`src/rtl/tx_packet_arbiter_pkg.sv`:
```
// Shared network package for the TX packet arbiter: default port count,
// beat widths, port-index width helper and the arbiter state encoding.
package tx_packet_arbiter_pkg;

  // Default number of AXI4-Stream sources feeding the MAC TX path.
  localparam int DEF_NUM_PORTS = 4;

  // Beat geometry of the 64-bit MAC datapath.
  localparam int DATA_W = 64;
  localparam int KEEP_W = 8;

  // Arbiter FSM states. IDLE doubles as the arbitration bubble between
  // packets, PASS is the cut-through forwarding phase.
  typedef enum logic {
    ST_IDLE = 1'b0,
    ST_PASS = 1'b1
  } arb_state_e;

  // Width of a port index. Never less than one bit so a two-port build
  // still has a real grant register.
  function automatic int port_idx_w(input int n);
    return (n <= 2) ? 1 : $clog2(n);
  endfunction

endpackage

```
`src/rtl/tx_packet_arbiter_rr_select.sv`:
```
// Combinational round-robin picker: returns the first requesting port found
// when searching upward from the port after last_grant, wrapping at NUM_PORTS.
module tx_packet_arbiter_rr_select
  import tx_packet_arbiter_pkg::*;
#(
  parameter int NUM_PORTS = DEF_NUM_PORTS,
  parameter int GW        = port_idx_w(NUM_PORTS)
) (
  input  logic [NUM_PORTS-1:0] req,
  input  logic [GW-1:0]        last_grant,
  output logic [GW-1:0]        sel_idx,
  output logic                 sel_vld
);

  // Walk offsets from farthest to nearest so the nearest requester after
  // last_grant is the final (winning) assignment; last_grant itself is
  // visited at offset NUM_PORTS and therefore has the lowest priority.
  always_comb begin
    int            p;
    logic [GW-1:0] p_idx;
    sel_idx = '0;
    sel_vld = 1'b0;
    p       = 0;
    p_idx   = '0;
    for (int k = NUM_PORTS; k >= 1; k--) begin
      p     = (int'(last_grant) + k) % NUM_PORTS;
      p_idx = GW'(p);
      if (req[p_idx]) begin
        sel_idx = p_idx;
        sel_vld = 1'b1;
      end
    end
  end

endmodule

```
`src/rtl/tx_packet_arbiter.sv`:
```
// Packet-level round-robin arbiter merging NUM_PORTS AXI4-Stream sources into
// one stream toward the MAC TX interface.
//
// Handshake: a beat transfers on a port in any cycle where its tvalid and
// tready are both high at the rising edge of clk156; a source holds tvalid and
// its payload stable until that happens. The arbiter adds no storage, so the
// granted source sees m_axis_tready directly and the sink sees the granted
// source's payload directly. A whole packet (up to and including its tlast
// beat) is forwarded before another port can be granted, and one IDLE cycle
// separates consecutive packets while the next grant is chosen.
module tx_packet_arbiter
  import tx_packet_arbiter_pkg::*;
#(
  parameter  int NUM_PORTS = DEF_NUM_PORTS,
  parameter  int CNT_WIDTH = 32,
  localparam int GW        = port_idx_w(NUM_PORTS)
) (
  input  logic                           clk156,
  input  logic                           aresetn,
  input  logic [NUM_PORTS-1:0]           s_axis_tvalid,
  output logic [NUM_PORTS-1:0]           s_axis_tready,
  input  logic [NUM_PORTS*DATA_W-1:0]    s_axis_tdata,
  input  logic [NUM_PORTS*KEEP_W-1:0]    s_axis_tkeep,
  input  logic [NUM_PORTS-1:0]           s_axis_tlast,
  output logic                           m_axis_tvalid,
  input  logic                           m_axis_tready,
  output logic [DATA_W-1:0]              m_axis_tdata,
  output logic [KEEP_W-1:0]              m_axis_tkeep,
  output logic                           m_axis_tlast,
  output logic [GW-1:0]                  grant_port,
  output logic                           busy,
  output logic [NUM_PORTS*CNT_WIDTH-1:0] pkt_count
);

  arb_state_e           state_q, state_d;
  logic [GW-1:0]        grant_q, grant_d;
  logic [GW-1:0]        last_grant_q, last_grant_d;
  logic [CNT_WIDTH-1:0] cnt_q [NUM_PORTS];
  logic [CNT_WIDTH-1:0] cnt_d [NUM_PORTS];

  logic [GW-1:0]        sel_idx;
  logic                 sel_vld;
  logic                 in_pass;
  logic                 g_valid;
  logic                 g_last;
  logic                 last_hs;

  // Next grant candidate, evaluated every cycle but only consumed in IDLE.
  tx_packet_arbiter_rr_select #(
    .NUM_PORTS (NUM_PORTS),
    .GW        (GW)
  ) u_rr_select (
    .req        (s_axis_tvalid),
    .last_grant (last_grant_q),
    .sel_idx    (sel_idx),
    .sel_vld    (sel_vld)
  );

  // Forwarding is qualified by aresetn so nothing handshakes while reset is
  // held, even in the cycle before the state register clears.
  assign in_pass = aresetn && (state_q == ST_PASS);

  // Granted-port payload mux; payload is forwarded untouched (tkeep included).
  always_comb begin
    m_axis_tdata = '0;
    m_axis_tkeep = '0;
    g_valid      = 1'b0;
    g_last       = 1'b0;
    for (int i = 0; i < NUM_PORTS; i++) begin
      if (grant_q == GW'(i)) begin
        m_axis_tdata = s_axis_tdata[i*DATA_W +: DATA_W];
        m_axis_tkeep = s_axis_tkeep[i*KEEP_W +: KEEP_W];
        g_valid      = s_axis_tvalid[i];
        g_last       = s_axis_tlast[i];
      end
    end
  end

  // Handshake routing: only the granted port sees the sink's ready, only in PASS.
  always_comb begin
    s_axis_tready = '0;
    for (int i = 0; i < NUM_PORTS; i++) begin
      if (in_pass && (grant_q == GW'(i))) begin
        s_axis_tready[i] = m_axis_tready;
      end
    end
  end

  assign m_axis_tvalid = in_pass & g_valid;
  assign m_axis_tlast  = g_last;
  assign busy          = in_pass;
  assign grant_port    = grant_q;
  assign last_hs       = m_axis_tvalid & m_axis_tready & m_axis_tlast;

  // FSM next state, grant bookkeeping and per-port packet counters.
  always_comb begin
    state_d      = state_q;
    grant_d      = grant_q;
    last_grant_d = last_grant_q;
    for (int i = 0; i < NUM_PORTS; i++) begin
      cnt_d[i] = cnt_q[i];
    end
    case (state_q)
      ST_IDLE: begin
        if (sel_vld) begin
          grant_d = sel_idx;
          state_d = ST_PASS;
        end
      end
      ST_PASS: begin
        // Grant is held through source stalls and sink back-pressure; only
        // the tlast handshake releases it.
        if (last_hs) begin
          state_d      = ST_IDLE;
          last_grant_d = grant_q;
          for (int i = 0; i < NUM_PORTS; i++) begin
            if (grant_q == GW'(i)) begin
              cnt_d[i] = cnt_q[i] + CNT_WIDTH'(1);
            end
          end
        end
      end
      default: state_d = ST_IDLE;
    endcase
  end

  // State registers; last_grant resets to the top port so port 0 wins first.
  always_ff @(posedge clk156) begin
    if (!aresetn) begin
      state_q      <= ST_IDLE;
      grant_q      <= '0;
      last_grant_q <= GW'(NUM_PORTS - 1);
      for (int i = 0; i < NUM_PORTS; i++) begin
        cnt_q[i] <= '0;
      end
    end else begin
      state_q      <= state_d;
      grant_q      <= grant_d;
      last_grant_q <= last_grant_d;
      for (int i = 0; i < NUM_PORTS; i++) begin
        cnt_q[i] <= cnt_d[i];
      end
    end
  end

  // Flatten the counters onto the output bus, port i at slice i.
  for (genvar g = 0; g < NUM_PORTS; g++) begin : g_cnt_out
    assign pkt_count[g*CNT_WIDTH +: CNT_WIDTH] = cnt_q[g];
  end

endmodule

```
`config.mk`:
```
export PLATFORM = sky130hd
export DESIGN_NAME = tx_packet_arbiter
export DESIGN_NICKNAME = d
export VERILOG_FILES = /design/src/rtl/tx_packet_arbiter_pkg.sv /design/src/rtl/tx_packet_arbiter_rr_select.sv /design/src/rtl/tx_packet_arbiter.sv
export SDC_FILE = /design/constraint.sdc
export NUM_CORES = 1
export LEC_CHECK = 0
export CORE_AREA = 2 2 197 199
export CTS_BUF_LIST = sky130_fd_sc_hd__clkbuf_4 sky130_fd_sc_hd__clkbuf_8 sky130_fd_sc_hd__clkbuf_16
export CTS_CLUSTER_DIAMETER = 150
export DETAILED_ROUTE_END_ITERATION = 10
export DIE_AREA = 0 0 199 201
export SLEW_MARGIN = 20
export SYNTH_ARGS = -nofsm -noshare
export SYNTH_HDL_FRONTEND = slang
export SYNTH_SLANG_ARGS = --single-unit
```
`constraint.sdc`:
```
create_clock -name clk156 -period 4.2 [get_ports clk156]
set_input_delay 0.42 -clock clk156 [delete_from_list [all_inputs] [get_ports clk156]]
set_output_delay 0.42 -clock clk156 [all_outputs]
set_load 0.1 [all_outputs]
```
==> summary by stage <==
Outcome
The flow ran to the end, and the final reports show no timing, DRC or antenna violations.

Final layout
The synthesis-to-finish area growth is 72.6%. The share of the core filled with cells is 0.376. After the flow finishes, the layout carries non-filler instances totaling 1891. Summing all flip-flop and latch instances after layout gives 2670 um^2. The area occupied by multi-input gates is 5300 um^2. The fraction of final layout cells with drive strength greater than 1 is 0.125.

The layout filler cell count is 3811. For this run, the post-layout net count is 1656.

Synthesis
In this run, synthesis inferred 0 flip-flops with an integrated enable. After synthesis, the cell types taking the most area are sky130_fd_sc_hd__dfxtp_1 (32%), sky130_fd_sc_hd__mux4_2 (20%), sky130_fd_sc_hd__a21oi_1 (5.0%). The synthesized design contains 133 register bits. When the netlist entered floorplanning its net count stood at 1185. In this run the cell area of the synthesized design comes to 8300 um^2.

The primary flip-flop cell chosen by synthesis mapping is sky130_fd_sc_hd__dfxtp_1. The number of warnings printed during yosys synthesis is 0. The proportion of register bits with asynchronous set or reset after synthesis is 0. The cell with the most instances after synthesis is sky130_fd_sc_hd__dfxtp_1.

The count of unique library cells instantiated by Yosys is 44. Of the synthesized area, sequential elements account for 0.321. In this run the mean area of a mapped cell was 9.41 um^2. Of the post-synthesis cell area, the dominant cell type holds 0.321. The post-synthesis cell count is 882. The post-synthesis cell type with the largest combined area is sky130_fd_sc_hd__dfxtp_1. By count the netlist is led by sky130_fd_sc_hd__dfxtp_1 (133), sky130_fd_sc_hd__a21oi_1 (83), sky130_fd_sc_hd__mux4_2 (74), sky130_fd_sc_hd__nand2_1 (56), sky130_fd_sc_hd__or4_1 (54).

Critical path
The worst register-to-register path has a setup slack of 1.11 ns. The required time of the critical path is 3.78 ns. The critical path in this run is classified as flop to primary output. Along the worst path, the maximum fanout reaches 43. STA classifies the critical path startpoint as a flop. The critical path arrival is 3.24 ns.

The worst register-to-register path begins at grant_port[0]$_SDFFE_PN0P_. The critical path capture point type is a primary output. The worst reg2reg path depth is 5. The endpoint of the most critical register-to-register path is cnt_q[1][9]$_SDFFE_PN0P_.

Routing
In the detailed route, the total length drawn on met3 is 4500 um. The routed via count is 9608. The number of optimization iterations in the first detailed-route pass is 5. The highest metal layer with signal wires is met5. In the routed design, unresolved DRC markers number 0. For this block, wires on met1 add up to 17700 um. Dividing the detail-routed wire length by the instance count gives 24.0 um. The number of vias per cell is 5.08. The detail route stage leaves a number of antenna-violating nets equal to 0. After detailed routing, the met2 layer carries 21700 um of wire. The number of DRC markers after the initial detailed-route iteration is 532. Wires add up to 45500 um.

STA
The total count of hold-check failures in the final report is 0. Setup repair after global routing left no endpoint under its margin. Of the available clock period, the critical path in the final layout requires 0.871. The time the final worst path needs with I/O delays and setup is 3.66 ns. The count of final max-slew check failures was 0. At the pin with the least slew margin, the transition time is 1.14 ns. Measured against its own limit, the worst slew margin works out to 0.236.

The number of failing setup endpoints in the final timing report is 0. Between clock sinks in the finished design, the worst skew comes to 0.00780 ns. The sum of negative setup slack is 0 ns. The worst setup margin is 0.542 ns.

The maximum operating frequency is 0.273 GHz.

CTS
Clock-pin slew was measured on the worst setup and hold paths at 0.06 ns. The number of setup buffers added after CTS is 0. The number of clock sinks seen by CTS is 133. Buffers inserted during clock tree synthesis total 17. The longest clock path from root to sink contains 2 buffers.

Post-CTS repair changed the size of 0 cells. At the later pin of the worst-skew pair, clock insertion delay measures 0.42 ns. The root buffer selected by CTS is sky130_fd_sc_hd__clkbuf_16.

CTS built an H-tree with a depth of 4. The number of hold buffers added after cts is 0. TritonCTS built the clock tree.

Global routing
The maximum number of pins on one net before global-route repair is 61. The total global routing overflow is 0. The number of antenna violations at the first check in global routing came to 20. The first global-routing pass estimated 63400 um of wire. In the global route stage, overall resource usage came out at 0.219. The via count of the first global-routing pass was 9118.

Die
For this configuration, the core starts out at a cell density of 0.218. The number of ports placed on the die boundary is 508. The core region is 38100 um^2. The die outline width is 199 um. In this run the core area contains 72 standard-cell rows.

The die covers 40000 um^2. The vertical die dimension is 201 um.

Power
Across the VDD grid, the largest voltage drop is 0.247 mV. The leakage power is 4.52 nW. Overall power consumption after layout is estimated at 4.20 mW. The power density over cell area is 293 nW/um^2.

Run
The max-capacitance violation count is 0.

Min path
The startpoint of the most critical hold path is aresetn. The path class of the tightest hold or removal check is primary input to flop. The worst hold endpoint is last_grant_q[0]$_SDFFE_PN1P_. The worst hold path stage count is 2.

Placed design
The half-perimeter wire length of the detailed placement result is 37600 um. The placer congestion estimate is 0.926. The placed cell count is 1852.

The count of input and output buffers is 507. The worst setup timing slack at the placement stage is 0.936 ns.
[state kept, by name, indices dropped and copies added, names as in the netlist]
| signal | count |
|---|---|
| cnt_q | 128 |
| grant_port | 2 |
| last_grant_q | 2 |
| state_q | 1 |
[through the flow]
stage | hold slack [ns] | instance area [um^2]
4_1_cts | 0.405 | 14300
6_report | 0.426 | 14300
3_5_place_dp | 0.462 | 13700
5_1_grt | 0.432 | 14300
2_1_floorplan | 0.525 | 8300
3_3_place_gp | 0.455 | 13700
[layout make-up]
class,count,share of cell area
antenna,9,0.00157
clock buffer,20,0.0317
clock inverter,10,0.00751
inverter,22,0.00585
multi-input combinational,664,0.370
sequential,133,0.186
tap,518,0.0453
timing repair buffer,515,0.351
[critical path, stage by stage (launching register included)]
cell and delay (ns):
sky130_fd_sc_hd__dfxtp_4 0.91, sky130_fd_sc_hd__buf_4 0.38, sky130_fd_sc_hd__mux4_2 0.52, sky130_fd_sc_hd__clkdlybuf4s50_1 0.98
[how the worst max path moves through the flow]
| stage | start | end | slack [ns] | cells after the start |
|---|---|---|---|---|
| 3_5_place_dp | grant_port[0]$_SDFFE_PN0P_ | m_axis_tdata[29] | 0.94 | 3 |
| 2_1_floorplan | grant_port[0]$_SDFFE_PN0P_ | m_axis_tdata[24] | 0.87 | 4 |
| 3_3_place_gp | grant_port[0]$_SDFFE_PN0P_ | m_axis_tdata[29] | 0.94 | 3 |
| 4_1_cts | grant_port[0]$_SDFFE_PN0P_ | m_axis_tdata[29] | 0.47 | 3 |
| 5_1_grt | grant_port[0]$_SDFFE_PN0P_ | m_axis_tdata[29] | 0.37 | 3 |
| 6_report | grant_port[0]$_SDFFE_PN0P_ | m_axis_tdata[29] | 0.54 | 3 |
[logic make-up (layout without fill, tap and decap cells)]
family	after synthesis	in the layout	synth area share
buffers and inverters	85	567	0.0401
xor gates and xnor gates	28	28	0.0296
other	0	9	0
and+or+nand+nor	364	364	0.256
DFF	133	133	0.321
muxes	92	92	0.223
adders and majority gates	4	4	0.00603
AOI/OAI and AO/OA	176	176	0.125
[power by group]
part	total, mW	internal, mW	switching (mW)
registers	1.30	1.26	0.0353
clock network	1.46	0.890	0.572
logic	1.44	0.522	0.918
[layout by cell type, fill, tap and decap left out, types with 3 or more instances in the layout]
master	netlist	final
sky130_fd_sc_hd__o21ai_0	36	36
sky130_fd_sc_hd__clkdlybuf4s50_1	0	462
sky130_fd_sc_hd__xnor2_1	26	26
sky130_fd_sc_hd__or4b_1	3	3
sky130_fd_sc_hd__or3_1	31	31
sky130_fd_sc_hd__nand4_1	43	43
sky130_fd_sc_hd__and2_1	4	4
sky130_fd_sc_hd__nor4_1	19	19
sky130_fd_sc_hd__nand2_1	56	56
sky130_fd_sc_hd__o41ai_1	4	4
sky130_fd_sc_hd__diode_2	0	9
sky130_fd_sc_hd__nand3_1	46	46
sky130_fd_sc_hd__o31ai_1	45	45
sky130_fd_sc_hd__a21oi_1	83	83
sky130_fd_sc_hd__or4_1	54	54
sky130_fd_sc_hd__or2_2	3	3
sky130_fd_sc_hd__nor3_1	9	9
sky130_fd_sc_hd__dfxtp_1	133	131
sky130_fd_sc_hd__clkbuf_16	0	17
sky130_fd_sc_hd__mux4_2	74	74
sky130_fd_sc_hd__clkinv_2	0	6
sky130_fd_sc_hd__nand2b_1	15	15
sky130_fd_sc_hd__inv_1	22	21
sky130_fd_sc_hd__and3_1	9	9
sky130_fd_sc_hd__nor2_1	45	45
sky130_fd_sc_hd__buf_4	1	51
sky130_fd_sc_hd__mux2i_1	18	18
sky130_fd_sc_hd__ha_1	4	4
sky130_fd_sc_hd__and4b_1	3	3
sky130_fd_sc_hd__and4_1	14	14
[layer usage]
layer / GRT usage / vias up
met5: 0 / -
met4: 0.0866 / 20
met3: 0.0906 / 75
met2: 0.356 / 400
met1: 0.255 / 4668
li1: - / 4445
Power figures use the tool's default switching activity.
